## src/rtl/acog_writeback_pkg.sv

```systemverilog
// Shared definitions for the cog writeback stage: FSM states and condition-field constants.
package acog_pkg;

  typedef enum logic {
    ST_IDLE  = 1'b0,
    ST_WRITE = 1'b1
  } wb_state_e;

  // Condition field is a truth table indexed by {C,Z}.
  localparam logic [3:0] IF_NEVER  = 4'h0;
  localparam logic [3:0] IF_ALWAYS = 4'hF;
  localparam logic [3:0] IF_C      = 4'hC;
  localparam logic [3:0] IF_NC     = 4'h3;
  localparam logic [3:0] IF_Z      = 4'hA;
  localparam logic [3:0] IF_NZ     = 4'h5;

endpackage

```

## src/rtl/acog_writeback_if.sv

```systemverilog
// Issue-side handshake plus cog-RAM write port of the writeback stage.
interface acog_writeback_if #(
  parameter int unsigned ADDR_W = 9,
  parameter int unsigned DATA_W = 32
);
  logic              valid_in;
  logic              ready_o;
  logic [3:0]        cond_in;
  logic              wc_in;
  logic              wz_in;
  logic              wr_in;
  logic [ADDR_W-1:0] d_addr_in;
  logic [DATA_W-1:0] q_in;
  logic              flag_c_in;
  logic              wr_en_o;
  logic [ADDR_W-1:0] wr_addr_o;
  logic [DATA_W-1:0] wr_data_o;
  logic              wr_ack_in;

  modport master (
    output valid_in, cond_in, wc_in, wz_in, wr_in, d_addr_in, q_in, flag_c_in, wr_ack_in,
    input  ready_o, wr_en_o, wr_addr_o, wr_data_o
  );

  modport slave (
    input  valid_in, cond_in, wc_in, wz_in, wr_in, d_addr_in, q_in, flag_c_in, wr_ack_in,
    output ready_o, wr_en_o, wr_addr_o, wr_data_o
  );
endinterface

```

## src/rtl/acog_writeback_cond_eval.sv

```systemverilog
// Condition evaluator: selects the cond bit addressed by the current {C,Z} flags.
module acog_cond_eval (
  input  logic [3:0] cond,
  input  logic       c,
  input  logic       z,
  output logic       exec
);
  assign exec = cond[{c, z}];
endmodule

```

## src/rtl/acog_writeback.sv

```systemverilog
// Cog ALU result/flag commit stage with a one-deep cog-RAM write buffer.
// Optional ACOG_WB_BYPASS_EN exposes the pending write for operand forwarding.
module acog_writeback
  import acog_pkg::*;
#(
  parameter int unsigned ADDR_W = 9,
  parameter int unsigned DATA_W = 32,
  parameter int unsigned CNT_W  = 16
) (
  input  logic                 clk_in,
  input  logic                 reset_n_in,
  acog_writeback_if.slave      wb,
  output logic                 flag_c_o,
  output logic                 flag_z_o,
  output logic [CNT_W-1:0]     retire_cnt_o
`ifdef ACOG_WB_BYPASS_EN
  ,
  output logic                 bypass_valid_o,
  output logic [ADDR_W-1:0]    bypass_addr_o,
  output logic [DATA_W-1:0]    bypass_data_o
`endif
);

  wb_state_e state_q, state_d;
  logic      exec;
  logic      transfer;
  logic      load_buf;

  acog_cond_eval u_cond_eval (
    .cond (wb.cond_in),
    .c    (flag_c_o),
    .z    (flag_z_o),
    .exec (exec)
  );

  // An ack in WRITE both retires the buffered write and frees the slot for
  // a same-cycle transfer, so a new writing result reloads without a bubble.
  always_comb begin
    state_d    = state_q;
    wb.ready_o = 1'b0;
    load_buf   = 1'b0;
    case (state_q)
      ST_IDLE:  wb.ready_o = 1'b1;
      ST_WRITE: begin
        wb.ready_o = wb.wr_ack_in;
        if (wb.wr_ack_in) state_d = ST_IDLE;
      end
      default:  state_d = ST_IDLE;
    endcase
    transfer = wb.valid_in & wb.ready_o;
    if (transfer && exec && wb.wr_in) begin
      load_buf = 1'b1;
      state_d  = ST_WRITE;
    end
  end

  always_ff @(posedge clk_in or negedge reset_n_in) begin
    if (!reset_n_in) state_q <= ST_IDLE;
    else             state_q <= state_d;
  end

  always_ff @(posedge clk_in or negedge reset_n_in) begin
    if (!reset_n_in) begin
      flag_c_o     <= 1'b0;
      flag_z_o     <= 1'b0;
      retire_cnt_o <= '0;
      wb.wr_addr_o <= '0;
      wb.wr_data_o <= '0;
    end else begin
      if (transfer && exec) begin
        retire_cnt_o <= retire_cnt_o + 1'b1;
        if (wb.wc_in) flag_c_o <= wb.flag_c_in;
        if (wb.wz_in) flag_z_o <= (wb.q_in == '0);
      end
      if (load_buf) begin
        wb.wr_addr_o <= wb.d_addr_in;
        wb.wr_data_o <= wb.q_in;
      end
    end
  end

  assign wb.wr_en_o = (state_q == ST_WRITE);

`ifdef ACOG_WB_BYPASS_EN
  assign bypass_valid_o = wb.wr_en_o;
  assign bypass_addr_o  = wb.wr_addr_o;
  assign bypass_data_o  = wb.wr_data_o;
`endif

endmodule

```

## src/flat_wrapper.sv

```systemverilog
// flat-port wrapper written by rule: the top's interface ports become plain ports
module acog_writeback_flat import acog_pkg::*;
#(
  parameter int unsigned ADDR_W = 9,
  parameter int unsigned DATA_W = 32,
  parameter int unsigned CNT_W  = 16
)
  (clk_in, reset_n_in, flag_c_o, flag_z_o, retire_cnt_o, wb_valid_in, wb_cond_in, wb_wc_in, wb_wz_in, wb_wr_in, wb_d_addr_in, wb_q_in, wb_flag_c_in, wb_wr_ack_in, wb_ready_o, wb_wr_en_o, wb_wr_addr_o, wb_wr_data_o);
  acog_writeback_if #(.ADDR_W(ADDR_W), .DATA_W(DATA_W)) wb_i ();
  input  logic clk_in;
  input  logic reset_n_in;
  output logic flag_c_o;
  output logic flag_z_o;
  output logic [CNT_W-1:0] retire_cnt_o;
  input wire logic [$bits(wb_i.valid_in)-1:0] wb_valid_in;
  input wire logic [$bits(wb_i.cond_in)-1:0] wb_cond_in;
  input wire logic [$bits(wb_i.wc_in)-1:0] wb_wc_in;
  input wire logic [$bits(wb_i.wz_in)-1:0] wb_wz_in;
  input wire logic [$bits(wb_i.wr_in)-1:0] wb_wr_in;
  input wire logic [$bits(wb_i.d_addr_in)-1:0] wb_d_addr_in;
  input wire logic [$bits(wb_i.q_in)-1:0] wb_q_in;
  input wire logic [$bits(wb_i.flag_c_in)-1:0] wb_flag_c_in;
  input wire logic [$bits(wb_i.wr_ack_in)-1:0] wb_wr_ack_in;
  output wire logic [$bits(wb_i.ready_o)-1:0] wb_ready_o;
  output wire logic [$bits(wb_i.wr_en_o)-1:0] wb_wr_en_o;
  output wire logic [$bits(wb_i.wr_addr_o)-1:0] wb_wr_addr_o;
  output wire logic [$bits(wb_i.wr_data_o)-1:0] wb_wr_data_o;
  assign wb_i.valid_in = wb_valid_in;
  assign wb_i.cond_in = wb_cond_in;
  assign wb_i.wc_in = wb_wc_in;
  assign wb_i.wz_in = wb_wz_in;
  assign wb_i.wr_in = wb_wr_in;
  assign wb_i.d_addr_in = wb_d_addr_in;
  assign wb_i.q_in = wb_q_in;
  assign wb_i.flag_c_in = wb_flag_c_in;
  assign wb_i.wr_ack_in = wb_wr_ack_in;
  assign wb_ready_o = wb_i.ready_o;
  assign wb_wr_en_o = wb_i.wr_en_o;
  assign wb_wr_addr_o = wb_i.wr_addr_o;
  assign wb_wr_data_o = wb_i.wr_data_o;
  acog_writeback #(.ADDR_W(ADDR_W), .DATA_W(DATA_W), .CNT_W(CNT_W)) u_core (.clk_in(clk_in), .reset_n_in(reset_n_in), .wb(wb_i), .flag_c_o(flag_c_o), .flag_z_o(flag_z_o), .retire_cnt_o(retire_cnt_o));
endmodule
```

## config.mk

```make
export PLATFORM = sky130hd
export DESIGN_NAME = acog_writeback_flat
export DESIGN_NICKNAME = d
export VERILOG_FILES = /design/src/rtl/acog_writeback_pkg.sv /design/src/rtl/acog_writeback_if.sv /design/src/rtl/acog_writeback_cond_eval.sv /design/src/rtl/acog_writeback.sv /design/src/flat_wrapper.sv
export SDC_FILE = /design/constraint.sdc
export NUM_CORES = 1
export LEC_CHECK = 0
export ABC_AREA = 1
export CORE_MARGIN = 1
export CORE_UTILIZATION = 46
export DETAILED_ROUTE_END_ITERATION = 12
export GPL_ROUTABILITY_DRIVEN = 0
export GPL_TIMING_DRIVEN = 0
export PLACE_DENSITY = 0.87
export SYNTH_ARGS = -nofsm -noshare
export SYNTH_HDL_FRONTEND = slang
export SYNTH_SLANG_ARGS = --single-unit
```

## constraint.sdc

```tcl
create_clock -name clk_in -period 2.45 [get_ports clk_in]
set_clock_uncertainty 0.15 [all_clocks]
set_input_delay 0.735 -clock clk_in [delete_from_list [all_inputs] [get_ports clk_in]]
set_output_delay 0.735 -clock clk_in [all_outputs]
set_load 0.01 [all_outputs]
```

### Word-level counts from Yosys, hierarchy flattened

Cells that the tools add are included.

* flip-flop bits (word level): 60
* ROM bits: 0
* memories kept: 0
* memory bits (writable): 0
* latch bits: 0
* logic and storage cells: 22

* div/mod/pow operators: 0
* reductions and logical operators: 5
* shifts and indexed selects: 0
* bitwise logic cells: 2
* muxes and demuxes: 7
* magnitude comparators: 1
* add/sub/neg operators: 1
* $mul: 0
* equal/unequal tests: 0

Operators by type and width (count)
* $logic_not A32 Y1: 1
* $add A16 B1 Y16 const B: 1
* $mux W1: 5
* $reduce_and A2 Y1: 2
* $lt A2 B3 Y1 const B: 1
* $bmux W1 S2: 1
* $logic_and A1 B1 Y1: 2
* $pmux W1 S2: 1
* $and A1 B1 Y1: 1
* $not A1 Y1: 1

### Depth between registers and ports, before layout

Gate-level depths: netlist of the first run.

* depth after elaboration: 6
* gate-level depth with buffers: 9
* gate-level depth less buffers: 8

### By module

A second synthesis of the first run with hierarchy kept.

* cells, all modules: 348
* area total of the unflattened synthesis: 2776.4 µm²

By module, submodules not included
* acog_writeback: times used 1, area an instance 2725.1 µm², seq. area each 1501.4 µm², cells each 335
* acog_cond_eval: times used 1, area an instance 51.3 µm², seq. area each 0.0 µm², cells each 13

### Worst setup path before layout of the first run

OpenSTA, ideal clock, no wires.

* path type: input-to-output
* from: input port wb_wr_ack_in
* to: output port wb_ready_o
* slack: 0.675 ns
* path buffers: 0
* data arrival time: 0.890 ns
* cell stages on the path: 2
* data required time: 1.565 ns
* path through: inv_1 > nand2_1

* word-level cells in the longest chain between the ends: 1

RTL lines
* start, declared: RTL line flat_wrapper.sv:23 `input wire logic [$bits(wb_i.wr_ack_in)-1:0] wb_wr_ack_in;`
* $pmux W1 S2: RTL line acog_writeback.sv:42 `case (state_q)`
* end, declared: RTL line flat_wrapper.sv:24 `output wire logic [$bits(wb_i.ready_o)-1:0] wb_ready_o;`

No other way between the ends.

### Worst setup path after layout of the first run

Same ends and word-level chain as after synthesis.

==> impl_metrics.json, run 1 <==
{
  "max_slew_margin_pct": 51.2,
  "vias_per_cell": 4.78,
  "fin_hold_ws_ns": 0.310,
  "max_stage_delay_ns": 0.45,
  "start_util_pct": 47.6,
  "multi_input_area_um2": 1140,
  "drive_above_1_share_pct": 7.57,
  "startpoint": "wb_wr_ack_in",
  "ys_warn_count": 0,
  "cp.arrival_ns": 1.45,
  "fin_ws_ns": 0.118,
  "grt_overflow": 0,
  "chipWidth_um": 80.0,
  "diodes": 0,
  "final_core_util_pct": 71.8,
  "antenna_found_initial": 0,
  "io_pins": 114,
  "maxCapViolCount": 0,
  "fp.dieH_um": 80.0,
  "place_area_um2": 4040,
  "irDropWorstVdd_mv": 0.538,
  "post-dp-hpwl_um": 5490,
  "regArea_um2": 1500,
  "drt_iter0_drc": 135,
  "nFillCells": 502,
  "numCtsBuffers": 9,
  "yosysMostFrequentCell": "nand2_1",
  "grt_usage_pct": 24.8,
  "synth.ff_latch_count": 60,
  "hp-class": "in -> async",
  "worstSetupPathType": "in -> out",
  "synth_top_area_share_pct": 53.6,
  "synth_area_um2": 2800,
  "route.detailed.drc": 0,
  "nNetsFinal": 539,
  "setup_viol": 0,
  "grt_pass1_vias": 2649,
  "synth.net_count": 414,
  "post_cts_buffers": 0,
  "port_buffers": 113,
  "vias": 2697,
  "fmax_mhz": 429,
  "die_area_um2": 6400,
  "grt_pass1_wl_um": 11900,
  "synth_top_area_cell": "dfrtp_1",
  "detail_route.first_pass.iterations": 4,
  "ant_nets": 0,
  "period_minus_slack_ns": 2.33,
  "root_buffer": "clkbuf_8",
  "htree_num_levels": 3,
  "clockBufferDepth": 2,
  "synth_edf_count": 0,
  "cp_data_required_time_ns": 1.56,
  "row_count": 28,
  "powerDensity_nw_per_um2": 974,
  "tritoncts": "yes",
  "p_total_mw": 4.11,
  "post-route-period-util_pct": 95.2,
  "netlist_instances": 360,
  "cp-end-kind": "output pin",
  "ys_top_cells_by_count": "nand2_1, dfrtp_1, nor2_1",
  "grt_max_degree": 33,
  "final_cells": 564,
  "status": "finished clean",
  "synth-seq-area-share_pct": 53.6,
  "async_flop_share_pct": 100,
  "final_area_um2": 4230,
  "setup_tns_ns": 0,
  "cp-start-kind": "input pin",
  "p_leak_nw": 2.05,
  "worstMarginPinSlew_ns": 0.731,
  "maxSlewViolCount": 0,
  "worstPathMaxFanout": 2,
  "r2r-start": "u_core.wb.wr_en_o",
  "area_growth_syn_to_layout_pct": 50.9,
  "hold_violations": 0,
  "synth_area_per_cell_um2": 7.78,
  "post-place-cells": 549,
  "core_um2": 5890,
  "post-place-ws_ns": -0.286,
  "crit_chain": "clkdlybuf4s50_1, inv_1, nand2_1, clkbuf_2",
  "wire_per_inst_um": 12.9,
  "wl_um": 7290,
  "ys.flop_type": "dfrtp_1",
  "critPathSlowestCell": "clkdlybuf4s50_1",
  "insertion_delay_ns": 0.33,
  "rsz0062_at_grt": "no",
  "yosys-top-cells-area": "dfrtp_1, nand2_1, nor2_1",
  "cts_sinks": 60,
  "clk_pin_slew_ns": 0.07,
  "synth_cell_types": 19
}
[final cells by class]
cell class	instances	area share [%]
repair buffers	114	27.0
multi-input cells	272	27.0
well taps	75	2.22
clock buffers	10	3.26
clock inverters	5	1.24
inverters	17	1.51
plain buffers	11	2.25
flip-flops and latches	60	35.5
[final timing paths]
| kind | endpoint | slack (ns) | depth (start not counted) |
|---|---|---|---|
| worst max register to register | u_core.wb.wr_data_o[21] | 0.79 | 7 |
| max in group asynchronous | u_core.wb.wr_data_o[27] | 1.23 | 2 |
| worst max-delay path | wb_ready_o | 0.12 | 4 |
| min in group clk_in | u_core.wb.wr_data_o[16] | 0.32 | 2 |
| worst min-delay path | u_core.retire_cnt_o[3] | 0.31 | 1 |
| worst min register to register | u_core.wb.wr_data_o[16] | 0.32 | 2 |
[worst max-delay path, delay by kind of cell]
family                 cells  cell delay (ns)
buffers and inverters      3             0.63
and+or+nand+nor            1             0.08
[report_power, final]
part | leakage, nW | total (mW) | internal, mW | switching [mW]
clock | 0.0979 | 0.869 | 0.486 | 0.383
sequential | 0.766 | 1.61 | 1.36 | 0.248
combinational | 1.18 | 1.64 | 0.915 | 0.724
total | 2.05 | 4.11 | 2.76 | 1.36
[what timing repair did]
action	4_1_cts	5_1_grt
resized for setup	2	1
hold buffers	0	0
endpoints found under the setup margin	1	1
hold endpoints to repair	0	0
[logic make-up (layout without fill, tap and decap cells)]
logic type	count (synthesis)	in the layout	synth area share, %
and+or+nand+nor	261	261	37.6
adders and majority gates	1	1	0.447
AOI/OAI and AO/OA	5	5	1.12
DFF	60	60	53.6
xor gates and xnor gates	5	5	1.56
buffers and inverters	28	157	5.67
[per-layer routing]
layer | part of all wire (%) | wire length (um) | track usage (%)
met5 | 0 | 0 | 0
met3 | 6.8 | 493 | 6.29
met1 | 39 | 2870 | 28.1
met2 | 52 | 3780 | 43.3
met4 | 2.0 | 149 | 11.8
[placed cells by master, fill, tap and decap left out, types with 2 or more instances in the layout]
| master | count |
|---|---|
| nand2_1 | 203 |
| clkdlybuf4s50_1 | 111 |
| dfrtp_1 | 60 |
| nor2_1 | 37 |
| inv_1 | 17 |
| clkbuf_8 | 10 |
| nand3_1 | 9 |
| buf_4 | 6 |
| buf_6 | 4 |
| o21ai_0 | 4 |
| nand3b_1 | 4 |
| nand3_2 | 3 |
| xor2_1 | 3 |
| clkinv_2 | 3 |
| nor2_4 | 2 |
| buf_2 | 2 |
| xnor2_1 | 2 |
[flip-flops by register name, indices dropped and copies added (netlist names)]
| name | flops |
|---|---|
| u_core.flag_z_o | 1 |
| u_core.wb.wr_addr_o | 9 |
| u_core.wb.wr_data_o | 32 |
| u_core.retire_cnt_o | 16 |
| u_core.wb.wr_en_o | 1 |
| u_core.flag_c_o | 1 |
Note: power is estimated with default switching activity, not from simulation.
==> run 2: changes to the inputs <==
--- a/config.mk
+++ b/config.mk
@@ -8,6 +8,7 @@
 export ABC_AREA = 1
 export CORE_MARGIN = 1
 export CORE_UTILIZATION = 46
+export CTS_BUF_LIST = sky130_fd_sc_hd__clkbuf_8 sky130_fd_sc_hd__clkbuf_16
 export DETAILED_ROUTE_END_ITERATION = 12
 export GPL_ROUTABILITY_DRIVEN = 0
 export GPL_TIMING_DRIVEN = 0
==> results of run 2 <==
Final layout, timing and power as in run 1 (identical DEF).
